`src/rtl/rs_bank.sv`:
```
// rs_bank: reservation-station bank. Holds dispatched ALU operations until both
// operands are available (captured from the CDB), then issues the oldest ready
// entry to the functional unit.

`ifndef ROB_TAG_BITS
`define ROB_TAG_BITS 4
`endif

`ifndef ALU_FUNC_BITS
`define ALU_FUNC_BITS 5
`endif

module rs_bank #(
    parameter int unsigned RS_DEPTH = 4,
    parameter int unsigned TAG_W    = `ROB_TAG_BITS,
    parameter int unsigned XLEN     = 32,
    parameter int unsigned ALU_W    = `ALU_FUNC_BITS
) (
    input  logic                        clock,
    input  logic                        reset,

    input  logic                        disp_valid,
    input  logic [31:0]                 disp_npc,
    input  logic [31:0]                 disp_inst,
    input  logic [ALU_W-1:0]            disp_alu_func,
    input  logic [TAG_W-1:0]            disp_rob_tag,
    input  logic [XLEN-1:0]             disp_opa,
    input  logic [XLEN-1:0]             disp_opb,
    input  logic                        disp_opa_valid,
    input  logic                        disp_opb_valid,
    output logic                        disp_ready,

    input  logic                        cdb_valid,
    input  logic [TAG_W-1:0]            cdb_tag,
    input  logic [XLEN-1:0]             cdb_value,

    input  logic                        issue_ready,
    output logic                        issue_valid,
    output logic [XLEN-1:0]             issue_opa,
    output logic [XLEN-1:0]             issue_opb,
    output logic [TAG_W-1:0]            issue_tag,
    output logic [ALU_W-1:0]            issue_alu_func,
    output logic [31:0]                 issue_npc,
    output logic [31:0]                 issue_inst,

    input  logic                        flush,
    output logic [$clog2(RS_DEPTH):0]   free_count
);

    localparam int unsigned IDX_W = $clog2(RS_DEPTH);
    localparam int unsigned CNT_W = IDX_W + 1;
    localparam logic [IDX_W-1:0] AGE_MAX = IDX_W'(RS_DEPTH - 1);

    // Entry storage
    logic [RS_DEPTH-1:0] ent_valid;
    logic [RS_DEPTH-1:0] ent_opa_v;
    logic [RS_DEPTH-1:0] ent_opb_v;
    logic [XLEN-1:0]     ent_opa  [RS_DEPTH];
    logic [XLEN-1:0]     ent_opb  [RS_DEPTH];
    logic [IDX_W-1:0]    ent_age  [RS_DEPTH];
    logic [TAG_W-1:0]    ent_tag  [RS_DEPTH];
    logic [ALU_W-1:0]    ent_func [RS_DEPTH];
    logic [31:0]         ent_npc  [RS_DEPTH];
    logic [31:0]         ent_inst [RS_DEPTH];

    logic                alloc_found;
    logic [IDX_W-1:0]    alloc_idx;
    logic [CNT_W-1:0]    free_cnt;

    logic                sel_found;
    logic [IDX_W-1:0]    sel_idx;
    logic [IDX_W-1:0]    sel_age;

    logic                disp_fire;
    logic                issue_fire;
    logic                fwd_a;
    logic                fwd_b;

    // Free-entry count and lowest-index free slot from registered valid bits
    always_comb begin
        alloc_found = 1'b0;
        alloc_idx   = '0;
        free_cnt    = '0;
        for (int unsigned i = 0; i < RS_DEPTH; i++) begin
            if (!ent_valid[i]) begin
                free_cnt = free_cnt + CNT_W'(1);
                if (!alloc_found) begin
                    alloc_found = 1'b1;
                    alloc_idx   = IDX_W'(i);
                end
            end
        end
    end

    // Oldest ready entry wins; strict '>' keeps ties on the lowest index
    always_comb begin
        sel_found = 1'b0;
        sel_idx   = '0;
        sel_age   = '0;
        for (int unsigned i = 0; i < RS_DEPTH; i++) begin
            if (ent_valid[i] && ent_opa_v[i] && ent_opb_v[i] &&
                (!sel_found || ent_age[i] > sel_age)) begin
                sel_found = 1'b1;
                sel_idx   = IDX_W'(i);
                sel_age   = ent_age[i];
            end
        end
    end

    // Issue port driven from registered state only, zeroed when idle
    always_comb begin
        issue_valid    = sel_found;
        issue_opa      = '0;
        issue_opb      = '0;
        issue_tag      = '0;
        issue_alu_func = '0;
        issue_npc      = '0;
        issue_inst     = '0;
        if (sel_found) begin
            issue_opa      = ent_opa[sel_idx];
            issue_opb      = ent_opb[sel_idx];
            issue_tag      = ent_tag[sel_idx];
            issue_alu_func = ent_func[sel_idx];
            issue_npc      = ent_npc[sel_idx];
            issue_inst     = ent_inst[sel_idx];
        end
    end

    // Handshake qualifiers and same-cycle CDB forwarding into dispatch
    always_comb begin
        disp_ready = alloc_found;
        free_count = free_cnt;
        disp_fire  = disp_valid && alloc_found;
        issue_fire = sel_found && issue_ready;
        fwd_a      = !disp_opa_valid && cdb_valid && (disp_opa[TAG_W-1:0] == cdb_tag);
        fwd_b      = !disp_opb_valid && cdb_valid && (disp_opb[TAG_W-1:0] == cdb_tag);
    end

    // Entry state update: reset, flush, wakeup, issue-free, dispatch
    always_ff @(posedge clock) begin
        if (reset) begin
            ent_valid <= '0;
            ent_opa_v <= '0;
            ent_opb_v <= '0;
            for (int unsigned i = 0; i < RS_DEPTH; i++) begin
                ent_opa[i]  <= '0;
                ent_opb[i]  <= '0;
                ent_age[i]  <= '0;
                ent_tag[i]  <= '0;
                ent_func[i] <= '0;
                ent_npc[i]  <= '0;
                ent_inst[i] <= '0;
            end
        end else if (flush) begin
            ent_valid <= '0;
        end else begin
            for (int unsigned i = 0; i < RS_DEPTH; i++) begin
                if (ent_valid[i] && cdb_valid) begin
                    if (!ent_opa_v[i] && ent_opa[i][TAG_W-1:0] == cdb_tag) begin
                        ent_opa[i]   <= cdb_value;
                        ent_opa_v[i] <= 1'b1;
                    end
                    if (!ent_opb_v[i] && ent_opb[i][TAG_W-1:0] == cdb_tag) begin
                        ent_opb[i]   <= cdb_value;
                        ent_opb_v[i] <= 1'b1;
                    end
                end
                if (disp_fire && ent_valid[i] && ent_age[i] != AGE_MAX) begin
                    ent_age[i] <= ent_age[i] + IDX_W'(1);
                end
            end
            if (issue_fire) begin
                ent_valid[sel_idx] <= 1'b0;
            end
            // alloc_idx is always a currently-invalid slot, so it never
            // collides with the entry being freed or woken above
            if (disp_fire) begin
                ent_valid[alloc_idx] <= 1'b1;
                ent_age[alloc_idx]   <= '0;
                ent_tag[alloc_idx]   <= disp_rob_tag;
                ent_func[alloc_idx]  <= disp_alu_func;
                ent_npc[alloc_idx]   <= disp_npc;
                ent_inst[alloc_idx]  <= disp_inst;
                ent_opa[alloc_idx]   <= fwd_a ? cdb_value : disp_opa;
                ent_opa_v[alloc_idx] <= disp_opa_valid || fwd_a;
                ent_opb[alloc_idx]   <= fwd_b ? cdb_value : disp_opb;
                ent_opb_v[alloc_idx] <= disp_opb_valid || fwd_b;
            end
        end
    end

endmodule

```
`config.mk`:
```
export PLATFORM = sky130hd
export DESIGN_NAME = rs_bank
export DESIGN_NICKNAME = d
export VERILOG_FILES = /design/src/rtl/rs_bank.sv
export SDC_FILE = /design/constraint.sdc
export NUM_CORES = 1
export LEC_CHECK = 0
export BUFFER_PORTS_ARGS = -buffer_cell sky130_fd_sc_hd__buf_2
export CAP_MARGIN = 20
export CORE_ASPECT_RATIO = 2
export CORE_MARGIN = 2
export CORE_UTILIZATION = 44
export CTS_CLUSTER_SIZE = 30
export DETAILED_ROUTE_END_ITERATION = 7
export PLACE_DENSITY = 0.73
export SLEW_MARGIN = 25
export SYNTH_ARGS = -nofsm -noshare
export SYNTH_HDL_FRONTEND = slang
export SYNTH_SLANG_ARGS = --single-unit
```
`constraint.sdc`:
```
create_clock -name clock -period 5 [get_ports clock]
set_input_delay 1.25 -clock clock [delete_from_list [all_inputs] [get_ports clock]]
set_output_delay 1.25 -clock clock [all_outputs]
set_load 0.005 [all_outputs]
```
== Word-level counts from Yosys, hierarchy flattened ==
Memories as Yosys holds them, arrays and structs flattened.
Index checks and enable logic that the tools add are counted.

* Flip-flop bits (word level): 12
* Bits in writable memories: 556
* Input port bits: 181
* Output and inout bits: 142
* Logic and storage cells: 277
* Memories: 7

* $add $sub $neg: 7
* Magnitude comparators: 7
* Equal/unequal tests: 14
* Mux-type cells: 162
* Bitwise gates (word level): 15
* Reductions and logical operators: 62

{| class="wikitable"
|+ Memories
! name !! words !! bits a word !! rd ports !! clocked after Yosys merged registers in !! write ports !! line !! text
|-
| ent_inst || 4 || 32 || 1 || 0 || 4 || 64 || <nowiki>logic [31:0] ent_inst [RS_DEPTH];</nowiki>
|-
| ent_npc || 4 || 32 || 1 || 0 || 4 || 63 || <nowiki>logic [31:0] ent_npc [RS_DEPTH];</nowiki>
|-
| ent_opa || 4 || 32 || 5 || 0 || 5 || 58 || <nowiki>logic [XLEN-1:0] ent_opa [RS_DEPTH];</nowiki>
|-
| ent_opb || 4 || 32 || 5 || 0 || 5 || 59 || <nowiki>logic [XLEN-1:0] ent_opb [RS_DEPTH];</nowiki>
|-
| ent_func || 4 || 5 || 1 || 0 || 4 || 62 || <nowiki>logic [ALU_W-1:0] ent_func [RS_DEPTH];</nowiki>
|-
| ent_tag || 4 || 4 || 1 || 0 || 4 || 61 || <nowiki>logic [TAG_W-1:0] ent_tag [RS_DEPTH];</nowiki>
|-
| 1 more memories || -- || -- || -- || -- || -- || -- ||
|}

{| class="wikitable"
|+ Operators with widths
! operator !! number
|-
| $mux W32 || 16
|-
| $mux W1 || 112
|-
| $reduce_or A32 Y1 || 2
|-
| $eq A4 B4 Y1 || 10
|-
| $logic_and A1 B1 Y1 || 39
|-
| $mux W2 || 17
|-
| $mux W4 || 8
|-
| $logic_not A1 Y1 || 13
|-
| $or A1 B1 Y1 || 12
|-
| $mux W5 || 2
|-
| $add A3 B1 Y3 const B || 3
|-
| $mux W3 || 3
|-
| $add A2 B1 Y2 const B || 4
|-
| $bwmux W4 || 2
|-
| $ne A2 B2 Y1 const B || 4
|-
| $gt A2 B2 Y1 || 3
|-
| $lt A2 B3 Y1 const B || 2
|-
| $logic_or A1 B1 Y1 || 5
|-
| $reduce_or A5 Y1 || 1
|-
| $and A4 B4 Y4 || 1
|-
| $demux W1 S2 || 2
|-
| $ge A2 B1 Y1 const B || 2
|-
| $not A4 Y4 || 1
|-
| $or A4 B4 Y4 || 1
|-
| other kinds (2) || 2
|}

== Depth between registers and ports, before layout ==
Gate-level depths: netlist of the first run.

* Word-level depth: 26
* Gate-level depth with buffers: 21
* Depth with buffers taken out: 19

== Worst setup path after synthesis of the first run ==
Ideal clock, no wire load.

* Kind: register to output
* Start: reg ent_valid[0]
* End: out issue_alu_func[0]
* Arrival: 3.980 ns
* Data required time: 3.750 ns
* Slack: -0.230 ns
* Cell stages (with the launch flop): 21
* Path buffers: 2
* Cell sequence: dfxtp_1 > and3_1 > nand2_1 > ha_1 > nor2b_1 > o211ai_1 > and2_1 > a22oi_1 > ha_1 > nor2b_1 > o21ai_1 > a21o_1 > mux2_2 > ha_1 > nand2_1 > o211ai_2 > o21ai_1 > buf_2 > buf_1 > a221oi_1 > a21oi_1

* Cells in the longest elaborated chain, start to end: 17
* Elaborated cells on any way between the ends: 26
* Those cells by class: 3 x order compare; 11 x mux; 11 x reduce/logical; 1 x memory

{| class="wikitable"
|+ RTL lines
! what !! line !! text
|-
| start: declaration || 55 || <nowiki>logic [RS_DEPTH-1:0] ent_valid;</nowiki>
|-
| start signal: assignment || 142 || <nowiki>ent_valid <= '0;</nowiki>
|-
| start signal: assignment || 155 || <nowiki>ent_valid <= '0;</nowiki>
|-
| start signal: indexed assignment || 173 || <nowiki>ent_valid[sel_idx] <= 1'b0;</nowiki>
|-
| $logic_and A1 B1 Y1 * (2 in a row) || 101 || <nowiki>if (ent_valid[i] && ent_opa_v[i] && ent_opb_v[i] &&</nowiki>
|-
| $mux W2 / $mux W1 (equally long branches) || 101 ||
|-
| $gt A2 B2 Y1 / $logic_not A1 Y1 (equally long branches) || 102 || <nowiki>(!sel_found || ent_age[i] > sel_age)) begin</nowiki>
|-
| $logic_or A1 B1 Y1 || 102 ||
|-
| $logic_and A1 B1 Y1 || 101 ||
|-
| $mux W2 / $mux W1 (equally long branches) || 101 ||
|-
| $gt A2 B2 Y1 / $logic_not A1 Y1 (equally long branches) || 102 ||
|-
| $logic_or A1 B1 Y1 || 102 ||
|-
| $logic_and A1 B1 Y1 || 101 ||
|-
| $mux W2 / $mux W1 (equally long branches) || 101 ||
|-
| $gt A2 B2 Y1 / $logic_not A1 Y1 (equally long branches) || 102 ||
|-
| $logic_or A1 B1 Y1 || 102 ||
|-
| $logic_and A1 B1 Y1 || 101 ||
|-
| $mux W2 || 101 ||
|-
| $mem_v2 Z4 W5 || -- ||
|-
| $mux W5 * || 119 || <nowiki>if (sel_found) begin</nowiki>
|-
| end: declaration || 42 || <nowiki>output logic [ALU_W-1:0] issue_alu_func,</nowiki>
|}

Every way passes the cells marked *; elsewhere a longest branch is shown, timed or not.

== Worst setup path after layout of the first run ==
* Start: reg ent_valid[0]
* End: out issue_inst[11]

* Cells in the longest elaborated chain, start to end: 17
* Elaborated cells on any way between the ends: 26
* Those cells by class: 3 x order compare; 11 x mux; 11 x reduce/logical; 1 x memory

{| class="wikitable"
|+ RTL lines
! what !! line !! text
|-
| $logic_and A1 B1 Y1 * (2 in a row) || 101 ||
|-
| $mux W2 / $mux W1 (equally long branches) || 101 ||
|-
| $gt A2 B2 Y1 / $logic_not A1 Y1 (equally long branches) || 102 ||
|-
| $logic_or A1 B1 Y1 || 102 ||
|-
| $logic_and A1 B1 Y1 || 101 ||
|-
| $mux W2 / $mux W1 (equally long branches) || 101 ||
|-
| $gt A2 B2 Y1 / $logic_not A1 Y1 (equally long branches) || 102 ||
|-
| $logic_or A1 B1 Y1 || 102 ||
|-
| $logic_and A1 B1 Y1 || 101 ||
|-
| $mux W2 / $mux W1 (equally long branches) || 101 ||
|-
| $gt A2 B2 Y1 / $logic_not A1 Y1 (equally long branches) || 102 ||
|-
| $logic_or A1 B1 Y1 || 102 ||
|-
| $logic_and A1 B1 Y1 || 101 ||
|-
| $mux W2 || 101 ||
|-
| $mem_v2 Z4 W32 || -- ||
|-
| $mux W32 * || 119 ||
|-
| end: declaration || 44 || <nowiki>output logic [31:0] issue_inst,</nowiki>
|}

Marks and branches as above.

==> results.txt, run 1 <==
H-tree levels = 2
WP data arrival = 4800 ps
skew final = 27.8 ps
Area contributors post-synth = edfxtp_1 60%, and2_1 5.1%, a21oi_1 5.0%, a22o_1 4.1%, a32o_1 3.5%
RSZ-0062 raised after global routing = true
clk sinks = 568
Synth Cell Area = 0.0274 mm²
share of post-route cells with drive strength above 1 = 34.5%
Initial Util = 44.4%
DP HPWL = 56400 µm
vias = 21596
number of flops mapped to enable cells by yosys = 548
io pins = 323
GR Util All Layers = 28.5%
setup ws final = -1050 ps
final cell count without fillers = 3313
FF-to-FF Start = ent_valid[0]
Initial DRC Count = 2490
failing checks = setup timing
Netlist cell types = 59
global placement routability congestion = 0.885
worst-path maximum fanout = 9
Fmax = 165 MHz
clock share of power = 38.9%
Critical Path RT = 3750 ps
final hold vios = 0
Routed Antenna Nets = 0
vias in the first global route = 22296
Max Cap Viol = 0
Comb pwr share = 6.7%
GR Overflow Total = 0
Final period util = 121%
Inserted Clock Buffers = 49
Worst Tran Pin Value = 1080 ps
die extent in y = 357 µm
met3 usage = 5.80%
final hold slack = 510 ps
initial antenna violation count = 15
CP Launch Point = ent_valid[0]
worst min path class = reg2reg
most used routing layer = met2
Setup Viol. Count Final = 137
Layout Nets = 2675
first-pass GRT wire length = 139000 µm
Clock Tree Root = clkbuf_16
DR WL/cell = 28.9 µm
met2 GRT Util = 50.0%
Static Leak = 12.7 nW
beginning of the worst hold path = ent_opa_v[1]
sequential power share = 54.5%
Worst Hold Path Cells = 2
pwr dens = 294 mW/mm²
commonest non-fill, non-tap cell in the layout = edfxtp_1
R2R depth = 23
Switching Share = 22.7%
Mean Syn Cell Area = 12.6 µm²
VDD IR-drop max = 0.303 mV
top-area cell type share of the netlist area = 60.1%
minimum clock period = 6050 ps
Clock transition at path regs = 70 ps
Slew HR = 26.5%
synth warn = 0
# placed instances = 3164
Die Span X = 180 µm
most frequent cells in the layout = 548 x edfxtp_1, 312 x buf_2, 222 x and2_1
cell count after synthesis = 2172
Pins Over Slew Limit = 0
Site Rows = 129
die area = 0.0644 mm²
Via density = 6.52
fraction of registers with async set/reset = 0%
syn nets = 2367
clock latency on the worst-skew pair = 590 ps
critical path class = reg2out
I/O Buffers = 322
final WL = 95800 µm
#FFs+latches synth = 568
Synth Flop Type = edfxtp_1
status = finished with violations
DRC Markers = 0
Critical Path End Type = output port
first-pass iteration count of the detailed router = 6
CTS tree = yes
clock tree buffer depth = 3
switching power = 2.31 mW
Setup crit start kind = flop
Synth area leader = edfxtp_1
Global Route met1 Usage = 31.8%
area grow syn2layout = 26.6%
P_int = 7.88 mW
largest net degree at the start of global routing = 111
core box area = 0.0617 mm²
sequential element share of the synthesized area = 61.5%
-- power groups by stage --
stage | Combinational, mW | Clock, mW | Sequential (mW)
finish | 0.679 | 3.96 | 5.55
global route | 0.713 | 4.17 | 5.57
CTS | 0.641 | 3.99 | 5.53
detailed placement | 0.611 | 0 | 5.62
global placement | 0.593 | 0 | 5.60
floorplan | 0.320 | 0 | 5.61
-- Yosys cell counts, drive strengths merged, types with 6 or more instances --
master	count
clkbuf	99
a21oi	271
xnor2	18
ha	14
nand3b	6
a22o	129
and3	80
buf	135
nand3	8
dfxtp	20
a221oi	132
xor2	29
nor3	13
o21ai	13
nand2	183
nor2	30
a32o	96
a22oi	17
edfxtp	548
o2bb2ai	32
inv	14
and2	224
mux2i	7
-- flip-flops by register name (all words and copies together), names as in the netlist --
signal     flops
ent_age        8
ent_opa_v      4
ent_opb      128
ent_inst     128
ent_opb_v      4
ent_func      20
ent_valid      4
ent_opa      128
ent_tag       16
ent_npc      128
-- worst paths after layout --
kind / endpoint / slack [ps]
setup / recovery: issue_inst[11] / -1050
hold / removal: ent_opa_v[1] / 510
setup reg to reg: ent_valid[1] / 780
hold reg to reg: ent_opa_v[1] / 510
-- stage by stage --
step	instance area, µm²	TNS (ps)	utilization, %	setup WS [ps]	total power, mW
2_1_floorplan	27500	-9.86	-	-5.14	5.93
3_3_place_gp	30400	-56360	49.4	-575	6.20
3_5_place_dp	30400	-65480	49.4	-599	6.23
4_1_cts	33800	-137900	54.8	-1080	10.2
5_1_grt	34700	-155430	56.2	-1270	10.4
6_report	34700	-130480	56.3	-1050	10.2
-- cells by family (layout without fill, tap and decap cells) --
group           Yosys count  after routing  share of synthesized area, %
other cells               0              9                             0
compound gates          718            718                          20.7
buf+inv                 248            594                          4.04
fa+ha+maj                14             14                         0.639
simple gates            568            568                          11.2
flops                   568            568                          61.5
xor+xnor                 47             47                          1.50
mux                       9              9                         0.429
-- critical path: stages, from the launching register on --
cell	delay [ps]
dfxtp_4	340
and3_4	190
nand2_4	50
ha_4	240
nor2b_4	120
o211ai_1	240
and2_4	200
a22oi_2	80
ha_1	310
nor2b_4	140
o21ai_2	150
a21o_1	210
nor2_1	60
a21o_1	180
ha_4	220
nor2b_4	130
o211ai_4	220
o21ai_4	140
buf_12	160
buf_12	150
buf_16	170
a221oi_4	210
a21oi_2	120
buf_2	140
-- layout make-up --
cell class | instances | area (µm²)
antenna | 9 | 22.5
clock buffer | 57 | 1280
clock inverter | 32 | 343
fill | 4837 | 27000
inverter | 14 | 63.8
multi-input combinational | 1356 | 11300
sequential | 568 | 16900
tap | 786 | 983
timing repair buffer | 491 | 3870
-- per-layer routing --
layer / routed length, µm / share of wire [%]
met1: 31300 / 33
met4: 6010 / 6.3
met5: 76 / 0.079
met2: 48200 / 50
met3: 10200 / 11
-- what timing repair did --
| action | CTS | global route |
|---|---|---|
| pin swaps | 65 | 74 |
| buffers inserted | 31 | 16 |
| endpoints found under the setup margin | 137 | 137 |
| hold buffers | 0 | 0 |
| gates resized for setup | 223 | 133 |
| cloned | 11 | 5 |
No activity file was read; power rests on OpenSTA's default activity.
==> run 2: changes to the inputs <==
- SETUP_SLACK_MARGIN: not set -> 0.4
==> results.txt, run 2 (synthesis results as in run 1) <==
sequential power share = 53.0% (-1.5 points)
skew final = 29.8 ps (+1.94 ps)
Clock Tree Root = clkbuf_16
switching power = 2.39 mW (+3.4%)
Routed Antenna Nets = 0 (unchanged)
final cell count without fillers = 3320 (+0.21%)
Critical Path RT = 3750 ps (about the same)
Die Span X = 180 µm (unchanged)
Multi-input gate area = 0.0111 mm² (-1.2%)
Area after DPL = 0.0306 mm² (+0.61%)
Via density = 6.47 (-0.82%)
Inserted Clock Buffers = 51 (+4.1%)
CTS tree = yes
Comb pwr share = 6.4% (-0.3 points)
Max Cap Viol = 0 (unchanged)
Clock transition at path regs = 70 ps (about the same)
Power Total = 10.5 mW (+2.9%)
critical path class = reg2out
Slew HR = 21.3% (-5.2 points)
FF+latch area = 0.0169 mm² (unchanged)
core box area = 0.0617 mm² (unchanged)
worst min path class = reg2reg
final hold slack = 539 ps (+28.5 ps)
GR Util All Layers = 27.7% (-0.80 points)
P_int = 8.09 mW (+2.7%)
Pins Over Slew Limit = 0 (unchanged)
commonest non-fill, non-tap cell in the layout = edfxtp_1
final instance area = 0.0346 mm² (-0.19%)
VDD IR-drop max = 0.351 mV (+16%)
vias = 21465 (-0.61%)
CTS Hold Bufs = 0 (unchanged)
largest net degree at the start of global routing = 78 (-30%)
Site Rows = 129 (unchanged)
Layout Nets = 2678 (+0.11%)
Critical Path End Type = output port
status = finished with violations
failing checks = setup timing
Switching Share = 22.8% (+0.11 points)
first-pass iteration count of the detailed router = 6 (unchanged)
io pins = 323 (unchanged)
setup ws final = -1000 ps (+47.7 ps)
global placement routability congestion = 0.918 (+3.7%)
final WL = 94200 µm (-1.7%)
H-tree levels = 2 (unchanged)
Setup crit start kind = flop
fillers = 4910 (+1.5%)
clock latency on the worst-skew pair = 630 ps (+40 ps)
Fmax = 167 MHz (+0.80%)
RSZ-0062 raised after global routing = true
clk sinks = 568 (unchanged)
vias in the first global route = 22038 (-1.2%)
Worst Tran Pin Value = 1180 ps (+101 ps)
Static Leak = 12.7 nW (+0.38%)
worst-path maximum fanout = 11 (+2)
clock share of power = 40.6% (+1.7 points)
die area = 0.0644 mm² (unchanged)
I/O Buffers = 322 (unchanged)
Final period util = 120% (-0.95 points)
DRC Markers = 0 (unchanged)
most frequent cells in the layout = 548 x edfxtp_1, 314 x buf_2, 222 x and2_1
first-pass GRT wire length = 135000 µm (-2.7%)
DP HPWL = 56700 µm (+0.55%)
dpl ws = -497 ps (+102 ps)
initial antenna violation count = 19 (+4)
Initial DRC Count = 2275 (-8.6%)
clock tree buffer depth = 3 (unchanged)
area grow syn2layout = 26.4%
# placed instances = 3172 (+0.25%)
GR Overflow Total = 0 (unchanged)
die extent in y = 357 µm (unchanged)
DR WL/cell = 28.4 µm (-1.9%)
share of post-route cells with drive strength above 1 = 34.2% (-0.33 points)
pwr dens = 303 mW/mm² (+3.1%)
Setup Viol. Count Final = 137 (unchanged)
final hold vios = 0 (unchanged)
Initial Util = 44.4% (unchanged)
WP data arrival = 4750 ps (-50 ps)
minimum clock period = 6000 ps (-47.7 ps)
==> run 2: changes by cell type in the layout (fill, tap and decap cells not counted), sizes merged <==
cell      delta
buf          -3
bufinv       +3
clkinv       +2
clkinvlp     +2
inv          +3
==> run 2: power by group through the flow <==
stage               Sequential [mW]  Clock [mW]  Combinational (mW)
global route                   5.57        4.47               0.710
detailed placement             5.62           0               0.619
floorplan                      5.61           0               0.325
CTS                            5.54        4.30               0.648
finish                         5.55        4.26               0.674
global placement               5.61           0               0.602
==> run 2: stage by stage <==
| stage | utilization, % | setup TNS (ps) |
|---|---|---|
| after floorplan | - | 0 |
| after global placement | 49.7 | -41310 |
| after detailed placement | 49.7 | -49390 |
| after CTS | 54.4 | -127040 |
| after global routing | 56.2 | -154560 |
| final | 56.2 | -126340 |
==> run 2: what timing repair did <==
| action | in CTS | in global routing |
|---|---|---|
| resized for setup | 146 | 119 |
| setup buffers | 16 | 11 |
| pin swaps | 34 | 42 |
| hold endpoints to repair | 0 | 0 |
| gates cloned | 7 | 10 |
| endpoints found under the setup margin | 137 | 137 |
==> run 2: cell type report <==
class / instances / share of cell area (%)
diodes: 9 / 0.0650
clock buffers: 53 / 3.71
well taps: 786 / 2.84
clock inverters: 42 / 1.49
inverters: 14 / 0.184
multi-input cells: 1356 / 32.2
repair buffers: 492 / 10.9
flip-flops and latches: 568 / 48.7
==> run 2: critical path, stage by stage, from the launching register on <==
cell and delay, ps:
dfxtp_2 330, and3_4 210, nand2_4 50, ha_4 260, nor2b_4 130, o211ai_1 100, and2_4 160, a22oi_2 190
ha_1 270, nor2b_4 140, o21ai_2 150, a21o_1 210, nor2_1 70, a21o_1 190, ha_4 230, nor2b_4 130
o211ai_4 210, o21ai_4 150, buf_4 170, buf_12 150, buf_16 160, a221oi_2 200, a21oi_1 110, buf_2 140
==> run 2: worst paths after layout <==
path | start | slack [ps] | depth (start not counted) | end
max | ent_opb_v[0] | -1000 | 23 | issue_inst[19]
min | ent_opa_v[1] | 540 | 2 | ent_opa_v[1]
max reg2reg | ent_opb_v[0] | 710 | 24 | ent_valid[0]
min reg2reg | ent_opa_v[1] | 540 | 2 | ent_opa_v[1]
==> run 2: layer usage <==
metal | up-vias | GRT usage, % | routed length [µm]
met2 | 1371 | 49.8 | 48900
met4 | 18 | 17.6 | 5830
met3 | 325 | 4.98 | 8250
met1 | 10656 | 30.0 | 31000
li1 | 9095 | - | -
met5 | - | 0 | 114
